$ cat src/rtl/hazard_pkg.sv
// Shared types and constants for the pipeline hazard controller.
package hazard_pkg;

  typedef enum logic [1:0] {
    RUN,
    SQUASH,
    MEMWAIT
  } hz_state_t;

  localparam int unsigned REG_ZERO = 0;
  localparam logic [15:0] CNT_MAX  = 16'hFFFF;
  localparam int unsigned SQ_W     = $clog2(16);

endpackage

$ cat src/rtl/sat_counter16.sv
// 16-bit event counter that sticks at its maximum instead of wrapping.
module sat_counter16
  import hazard_pkg::*;
(
  input  logic        clk,
  input  logic        rst,
  input  logic        inc,
  output logic [15:0] cnt
);

  logic [15:0] cnt_q;

  always_ff @(posedge clk) begin
    if (!rst) begin
      cnt_q <= '0;
    end else if (inc && (cnt_q != CNT_MAX)) begin
      cnt_q <= cnt_q + 16'd1;
    end
  end

  assign cnt = cnt_q;

endmodule

$ cat src/rtl/pipe_hazard_ctrl.sv
// Load-use stall, redirect squash and memory-freeze sequencing for the 5-stage pipeline.
// Control outputs are Mealy; state, squash count and perf counters are registered.
module pipe_hazard_ctrl
  import hazard_pkg::*;
#(
  parameter int unsigned REG_W      = 5,
  parameter int unsigned SQUASH_CYC = 1
) (
  input  logic             clk,
  input  logic             rst,
  input  logic [REG_W-1:0] id_rs,
  input  logic [REG_W-1:0] id_rt,
  input  logic             id_uses_rt,
  input  logic             ex_memread,
  input  logic [REG_W-1:0] ex_rt,
  input  logic             ex_branch_taken,
  input  logic             ex_jump,
  input  logic             mem_busy,
  output logic             pc_hold,
  output logic             ifid_hold,
  output logic             ifid_flush,
  output logic             idex_hold,
  output logic             idex_flush,
  output logic             exmem_hold,
  output logic [15:0]      stall_cnt,
  output logic [15:0]      redir_cnt
);

  localparam logic [SQ_W-1:0] SqReload = SQ_W'(SQUASH_CYC - 1);

  hz_state_t       state_q, state_d;
  hz_state_t       ret_q, ret_d;
  hz_state_t       eff_state;
  logic [SQ_W-1:0] sq_left_q, sq_left_d;

  logic redirect, load_use, redir_acc;
  logic c_pc_hold, c_ifid_hold, c_ifid_flush, c_idex_hold, c_idex_flush, c_exmem_hold;

  assign redirect = ex_branch_taken | ex_jump;
  assign load_use = ex_memread && (ex_rt != REG_W'(REG_ZERO)) &&
                    ((ex_rt == id_rs) || (id_uses_rt && (ex_rt == id_rt)));

  // Leaving MEMWAIT resumes the saved state within the same cycle.
  assign eff_state = (state_q == MEMWAIT) ? ret_q : state_q;

  always_comb begin
    state_d      = state_q;
    ret_d        = ret_q;
    sq_left_d    = sq_left_q;
    redir_acc    = 1'b0;
    c_pc_hold    = 1'b0;
    c_ifid_hold  = 1'b0;
    c_ifid_flush = 1'b0;
    c_idex_hold  = 1'b0;
    c_idex_flush = 1'b0;
    c_exmem_hold = 1'b0;

    if (mem_busy) begin
      c_pc_hold    = 1'b1;
      c_ifid_hold  = 1'b1;
      c_idex_hold  = 1'b1;
      c_exmem_hold = 1'b1;
      state_d      = MEMWAIT;
      ret_d        = eff_state;
    end else begin
      state_d = eff_state;
      unique case (eff_state)
        SQUASH: begin
          c_ifid_flush = 1'b1;
          if (redirect) begin
            c_idex_flush = 1'b1;
            redir_acc    = 1'b1;
            sq_left_d    = SqReload;
          end else if (sq_left_q <= SQ_W'(1)) begin
            state_d   = RUN;
            sq_left_d = '0;
          end else begin
            sq_left_d = sq_left_q - SQ_W'(1);
          end
        end
        default: begin
          if (redirect) begin
            c_ifid_flush = 1'b1;
            c_idex_flush = 1'b1;
            redir_acc    = 1'b1;
            if (SQUASH_CYC > 1) begin
              state_d   = SQUASH;
              sq_left_d = SqReload;
            end
          end else if (load_use) begin
            c_pc_hold    = 1'b1;
            c_ifid_hold  = 1'b1;
            c_idex_flush = 1'b1;
          end
        end
      endcase
    end
  end

  always_ff @(posedge clk) begin
    if (!rst) begin
      state_q   <= RUN;
      ret_q     <= RUN;
      sq_left_q <= '0;
    end else begin
      state_q   <= state_d;
      ret_q     <= ret_d;
      sq_left_q <= sq_left_d;
    end
  end

  assign pc_hold    = rst & c_pc_hold;
  assign ifid_hold  = rst & c_ifid_hold;
  assign ifid_flush = rst & c_ifid_flush;
  assign idex_hold  = rst & c_idex_hold;
  assign idex_flush = rst & c_idex_flush;
  assign exmem_hold = rst & c_exmem_hold;

  sat_counter16 u_stall_cnt (
    .clk (clk),
    .rst (rst),
    .inc (pc_hold),
    .cnt (stall_cnt)
  );

  sat_counter16 u_redir_cnt (
    .clk (clk),
    .rst (rst),
    .inc (rst & redir_acc),
    .cnt (redir_cnt)
  );

endmodule

$ cat config.mk
export PLATFORM = sky130hd
export DESIGN_NAME = pipe_hazard_ctrl
export DESIGN_NICKNAME = d
export VERILOG_FILES = /design/src/rtl/hazard_pkg.sv /design/src/rtl/sat_counter16.sv /design/src/rtl/pipe_hazard_ctrl.sv
export SDC_FILE = /design/constraint.sdc
export NUM_CORES = 1
export LEC_CHECK = 0
export BUFFER_PORTS_ARGS = -buffer_cell sky130_fd_sc_hd__clkbuf_2
export CAP_MARGIN = 20
export CORE_MARGIN = 8
export CORE_UTILIZATION = 30
export CTS_CLUSTER_SIZE = 40
export DETAILED_ROUTE_END_ITERATION = 7
export SYNTH_ARGS = -nofsm -noshare
export SYNTH_HDL_FRONTEND = slang
export SYNTH_SLANG_ARGS = --single-unit
$ cat constraint.sdc
create_clock -name clk -period 4.1 [get_ports clk]
set_input_delay 0.205 -clock clk [delete_from_list [all_inputs] [get_ports clk]]
set_output_delay 0.205 -clock clk [all_outputs]
set_load 0.05 [all_outputs]
### Yosys cells after proc, flatten, opt, wreduce, memory -nomap -nowiden

Index checks and enable logic that the tools add are counted.

* input port bits: 22
* output and inout port bits: 38
* logic and storage cells: 52
* register bits after elaboration: 40

* $lt $le $gt $ge: 1
* bitwise logic cells: 8
* $add $sub $neg: 3
* mux-type cells: 19
* reductions and logical operators: 9
* equality and inequality tests: 6

Operators by type and width (count)
* 16-bit by 1-bit adder with 16-bit output, second input constant: 2
* 16-bit inequality test, second input constant: 2
* 1-bit two-way mux: 12
* 5-bit == test: 2
* 2-bit two-way mux: 5
* 4-bit two-way mux: 2
* 1-bit bitwise AND: 5
* 1-bit logical AND: 5
* 5-bit nonzero test: 1
* 4-bit by 1-bit <= comparator with 1-bit output, second input constant: 1
* 4-bit by 1-bit subtractor with 4-bit output, second input constant: 1
* 2-bit by 1-bit == test with 1-bit output, second input constant: 1
* 2-bit == test, second input constant: 1
* 1-bit inverter: 2
* 2-bit AND reduction: 1
* 2-bit OR reduction: 1
* 1-bit logical OR: 1
* 1-bit OR: 1

### Longest topological paths before layout

* depth in word-level cells: 10
* depth in mapped cells: 9
* depth with buffers taken out: 7

### Cells and area by module

Synthesis repeated with hierarchy kept, for this count alone.

* cells, all modules: 266
* area total of the unflattened synthesis: 2321.0 sq um

Modules (own cells, without submodules)
* sat_counter16: cells each 97, area an instance 837.1 sq um, times used 2, sequential area each 320.3 sq um
* pipe_hazard_ctrl: cells each 72, area an instance 646.9 sq um, times used 1, sequential area each 160.2 sq um

### Least setup slack after synthesis

Ideal clock, no wire load.

* path kind: flip-flop to flip-flop
* start point: register u_stall_cnt.cnt_q[6] (netlist: u_stall_cnt.cnt[6])
* end point: register u_stall_cnt.cnt_q[1] (netlist: u_stall_cnt.cnt[1])
* buffers on the path: 3
* stages on the path, launching flop included: 10
* arrival time: 2.094 ns
* required time: 3.968 ns
* clock period less this slack: 2.226 ns
* setup time: 0.132 ns
* path slack: 1.874 ns
* path through: dfxtp_1 > and3_1 > and3_1 > and3_1 > and3_1 > buf_2 > buf_2 > buf_2 > nand3b_1 > a21oi_1

* cells in the longest elaborated chain, start to end: 2

Ends and longest elaborated chain
* from (decl): RTL line sat_counter16.sv:11 `logic [15:0] cnt_q;`
* from (signal assigned): RTL line sat_counter16.sv:17 `cnt_q <= cnt_q + 16'd1;`
* 16-bit inequality test: RTL line sat_counter16.sv:16 `end else if (inc && (cnt_q != CNT_MAX)) begin`
* 1-bit logical AND: RTL line sat_counter16.sv:16

No other way between the ends.
A chain may end at the register's enable or synchronous reset.

### Final worst setup path

* start point: register state_q[0]
* end point: output ifid_hold

* cells in the longest elaborated chain, start to end: 6

Ends and longest elaborated chain
* from (decl): RTL line pipe_hazard_ctrl.sv:31 `hz_state_t state_q, state_d;`
* from (signal assigned): RTL line pipe_hazard_ctrl.sv:106 `state_q <= state_d;`
* 2-bit == test: RTL line pipe_hazard_ctrl.sv:44 `assign eff_state = (state_q == MEMWAIT) ? ret_q : state_q;`
* 2-bit two-way mux (*): RTL line pipe_hazard_ctrl.sv:44
* 2-bit by 1-bit == test with 1-bit output (*): RTL line pipe_hazard_ctrl.sv:67 `unique case (eff_state)`
* 1-bit two-way mux (*): RTL line pipe_hazard_ctrl.sv:67
* 1-bit two-way mux (*): RTL line pipe_hazard_ctrl.sv:58 `if (mem_busy) begin`
* 1-bit bitwise AND (*): RTL line pipe_hazard_ctrl.sv:113 `assign ifid_hold = rst & c_ifid_hold;`
* to (decl): RTL line pipe_hazard_ctrl.sv:20 `output logic ifid_hold,`

Every way passes the cells marked *; elsewhere a longest branch is shown, timed or not.

==> Implementation_results.wiki <==
{| class="wikitable"
! Metric !! Value
|-
| Endpoint kind of the worst setup timing path || output pin
|-
| Worst path top cell family by delay || compound AO/OA/AOI/OAI gates
|-
| Total wire length after detailed routing || 5186 um
|-
| CP max stage cell || sky130_fd_sc_hd__o21a_2
|-
| Total DRC errors in the routed layout || 0
|-
| Count of warnings emitted by yosys || 0
|-
| Final total negative setup slack || 0 ns
|-
| Final Wtd Congestion || 0.7629
|-
| Post-cts sizing count || 0
|-
| Half-perimeter wire length of the detailed placement result || 3916 um
|-
| Effective utilization at floorplan || 0.3073
|-
| Hold-fix buffers at CTS || 0
|-
| Height of the die || 98.96 um
|-
| Clock-pin slew on the worst setup and hold paths || 0.08 ns
|-
| Antenna violations before repair || 0
|-
| Net count of the mapped netlist || 273
|-
| Clk Tree Root Cell || sky130_fd_sc_hd__clkbuf_8
|-
| Remaining antenna violation count after routing || 0
|-
| Vias after detailed routing || 1925
|-
| Cell area after placement || 2402 um2
|-
| Area of the die || 9792 um2
|-
| Worst setup slack before clock tree synthesis || 1.951 ns
|-
| Final Setup Violations || 0
|-
| CTS buffer count || 5
|-
| Seq cells post-synth || 40
|-
| Longest individual stage delay on the worst path || 0.37 ns
|-
| Async S/R FF share, synth || 0
|-
| CTS max path bufs || 2
|-
| Count of endpoints failing hold in the final timing report || 0
|-
| Final Net Count || 329
|-
| Via count of the first global-routing pass || 1839
|-
| Pwr Density || 296.4 nW/um2
|-
| Core box area || 6719 um2
|-
| Distinct cell type count of the synthesized netlist || 41
|-
| TritonCTS clock tree || built
|-
| Met3 Use GR || 0.04369
|-
| Clock sinks || 40
|-
| Mapped Cells || 247
|-
| Post-CTS setup buffer count || 0
|-
| Max-cap viol count || 0
|-
| Number of vias per cell || 5.013
|-
| Maximum fanout count along the critical path || 25
|-
| Maximum clock frequency || 0.4450 GHz
|-
| Normalized max-slew margin || 0.5028
|-
| Most used routing layer || met2
|-
| Wire length of the first global-routing pass || 8832 um
|-
| CP Buf/Inv Count || 2
|-
| Sequential share of the synthesized area || 0.3879
|-
| First-pass detailed-route iteration total || 4
|-
| Most used DFF post-synth || sky130_fd_sc_hd__dfxtp_1
|-
| Area Growth Syn to Fin || 20.85%
|-
| Final period util || 0.5481
|-
| Core Rows || 30
|-
| Wire per inst || 13.51 um
|-
| Pins over their slew limit || 0
|-
| Clock latency reported for the late side of the worst-skew pair || 0.30 ns
|-
| Critical path data required time || 3.89 ns
|-
| Total congestion overflow after global routing || 0
|-
| Kind of path behind the tightest hold check || in -> reg
|-
| Met1 Track Usage GR || 0.1294
|-
| Synthesized area || 2064 um2
|-
| Die X || 98.96 um
|-
| Cells traversed along the worst timing path || nor2b_1 > a31oi_1 > nand4_1 > o21a_2 > inv_1 > clkbuf_2
|-
| Initial DRC Count || 69
|-
| Count of inserted antenna diode cells || 0
|-
| Largest voltage drop on the vdd net || 98.47 uV
|-
| Largest clock skew in the final design || 0.01111 ns
|-
| Slew at the pin closest to its max-slew limit || 0.7457 ns
|-
| Setup repair after global routing missed its margin || no
|-
| Number of flops mapped to enable cells by yosys || 0
|-
| Critical path start-end classification || reg -> out
|-
| Count of buffers from port buffering || 59
|-
| Arrival time at the worst endpoint || 2.04 ns
|-
| Avg Inst Size Synth || 8.358 um2
|-
| Number of top-level pins || 60
|-
| Setup crit start kind || register
|-
| Worst setup margin || 1.853 ns
|-
| Largest net degree at the start of global routing || 26
|-
| Run status || completed
|-
| Leakage power total || 1.004 nW
|-
| Min Clock Period, post-route || 2.247 ns
|-
| Count of H-tree levels built during CTS || 2
|-
| Met2 track demand over resource || 0.1700
|-
| Total global routing track utilization || 0.1100
|-
| Final Cell Area || 2495 um2
|-
| Share of post-route cells with drive strength above 1 || 0.2303
|}
==> final cells by class <==
cell class	count	area, um2
Clock buffer	6	82.58
Fill cell	722	4224
Tap cell	80	100.1
Sequential cell	40	800.8
Clock inverter	2	10.01
Timing Repair Buffer	59	295.3
Multi-Input combinational cell	188	1172
Inverter	9	33.78
==> registers in the layout, indices dropped and copies added, names as in the netlist <==
signal           cells
sq_left_q            4
ret_q                2
u_stall_cnt.cnt     16
u_redir_cnt.cnt     16
state_q              2
==> worst min-delay path, delay by kind of cell <==
| family | cells | cell delay [ns] |
|---|---|---|
| compound gates | 1 | 0.05 |
| buf+inv | 2 | 0.23 |
==> power breakdown <==
group          switching (W)  internal [W]
sequential        0.00000328      0.000391
combinational      0.0000503     0.0000225
clock               0.000138      0.000134
==> worst paths after layout <==
| path | from | end | slack, ns | cells past startpoint |
|---|---|---|---|---|
| setup / recovery | state_q[0] | ifid_hold | 1.85 | 6 |
| hold / removal | mem_busy | state_q[1] | 0.24 | 3 |
| setup reg to reg | u_stall_cnt.cnt[8] | u_stall_cnt.cnt[8] | 1.95 | 6 |
| hold reg to reg | u_redir_cnt.cnt[5] | u_redir_cnt.cnt[5] | 0.49 | 1 |
==> layout by cell type (no fill, tap or decap), types with 8 or more instances in the layout <==
cell type                  Yosys  final
sky130_fd_sc_hd__a21oi_1      18     18
sky130_fd_sc_hd__or4_1         8      8
sky130_fd_sc_hd__xor2_1       13     13
sky130_fd_sc_hd__nand2_1      21     21
sky130_fd_sc_hd__mux2i_1       8      8
sky130_fd_sc_hd__nor3_1        8      8
sky130_fd_sc_hd__and3_1       10     10
sky130_fd_sc_hd__clkbuf_2      0     59
sky130_fd_sc_hd__xnor2_1       8      8
sky130_fd_sc_hd__o31ai_1       8      8
sky130_fd_sc_hd__nand3_1      12     12
sky130_fd_sc_hd__o21ai_0       9      9
sky130_fd_sc_hd__inv_1         8      8
sky130_fd_sc_hd__dfxtp_1      40     40
sky130_fd_sc_hd__nand4_1       8      8
sky130_fd_sc_hd__nor2_1       23     23
==> routing by layer <==
| metal | up-vias | routed length [um] | share of wire |
|---|---|---|---|
| met5 | - | 0 | 0 |
| met1 | 871 | 2396 | 0.46 |
| met2 | 45 | 2289 | 0.44 |
| li1 | 1002 | - | - |
| met3 | 7 | 396 | 0.076 |
| met4 | 0 | 103 | 0.020 |
==> cells in the mapped netlist, types with 2 or more instances <==
master	instances	area share
sky130_fd_sc_hd__dfxtp_1	40	0.39
sky130_fd_sc_hd__nor2_1	23	0.042
sky130_fd_sc_hd__nand2_1	21	0.038
sky130_fd_sc_hd__a21oi_1	18	0.044
sky130_fd_sc_hd__xor2_1	13	0.055
sky130_fd_sc_hd__nand3_1	12	0.029
sky130_fd_sc_hd__and3_1	10	0.030
sky130_fd_sc_hd__o21ai_0	9	0.022
sky130_fd_sc_hd__inv_1	8	0.015
sky130_fd_sc_hd__mux2i_1	8	0.039
sky130_fd_sc_hd__nand4_1	8	0.024
sky130_fd_sc_hd__nor3_1	8	0.019
sky130_fd_sc_hd__o31ai_1	8	0.029
sky130_fd_sc_hd__or4_1	8	0.029
sky130_fd_sc_hd__xnor2_1	8	0.034
sky130_fd_sc_hd__or3_1	6	0.018
sky130_fd_sc_hd__buf_2	4	0.0097
sky130_fd_sc_hd__ha_1	4	0.024
sky130_fd_sc_hd__clkbuf_1	3	0.0055
sky130_fd_sc_hd__nand2b_1	3	0.0091
sky130_fd_sc_hd__o21a_1	3	0.011
sky130_fd_sc_hd__a211oi_1	2	0.0073
sky130_fd_sc_hd__buf_4	2	0.0073
==> kinds of logic (layout without fill, tap and decap cells) <==
logic type,count (synthesis),count (layout),synth area share
muxes,8,8,0.03879
buffers and inverters,19,76,0.04424
DFF,40,40,0.3879
adders and majority gates,4,4,0.02424
and+or+nand+nor,108,108,0.2752
AOI/OAI and AO/OA,47,47,0.1406
xor gates and xnor gates,21,21,0.08909
==> metrics by stage <==
stage | instances | hold WS (ns) | util | power, W
after detailed placement | 376 | 0.4831 | 0.3575 | 0.0004766
after CTS | 384 | 0.2312 | 0.3713 | 0.0007484
after global placement | 376 | 0.4673 | 0.3575 | 0.0004754
final | 384 | 0.2379 | 0.3713 | 0.0007394
after global routing | 384 | 0.2546 | 0.3713 | 0.0007744
after floorplan | 247 | 0.3492 | - | 0.0004527
Power figures use the tool's default switching activity.
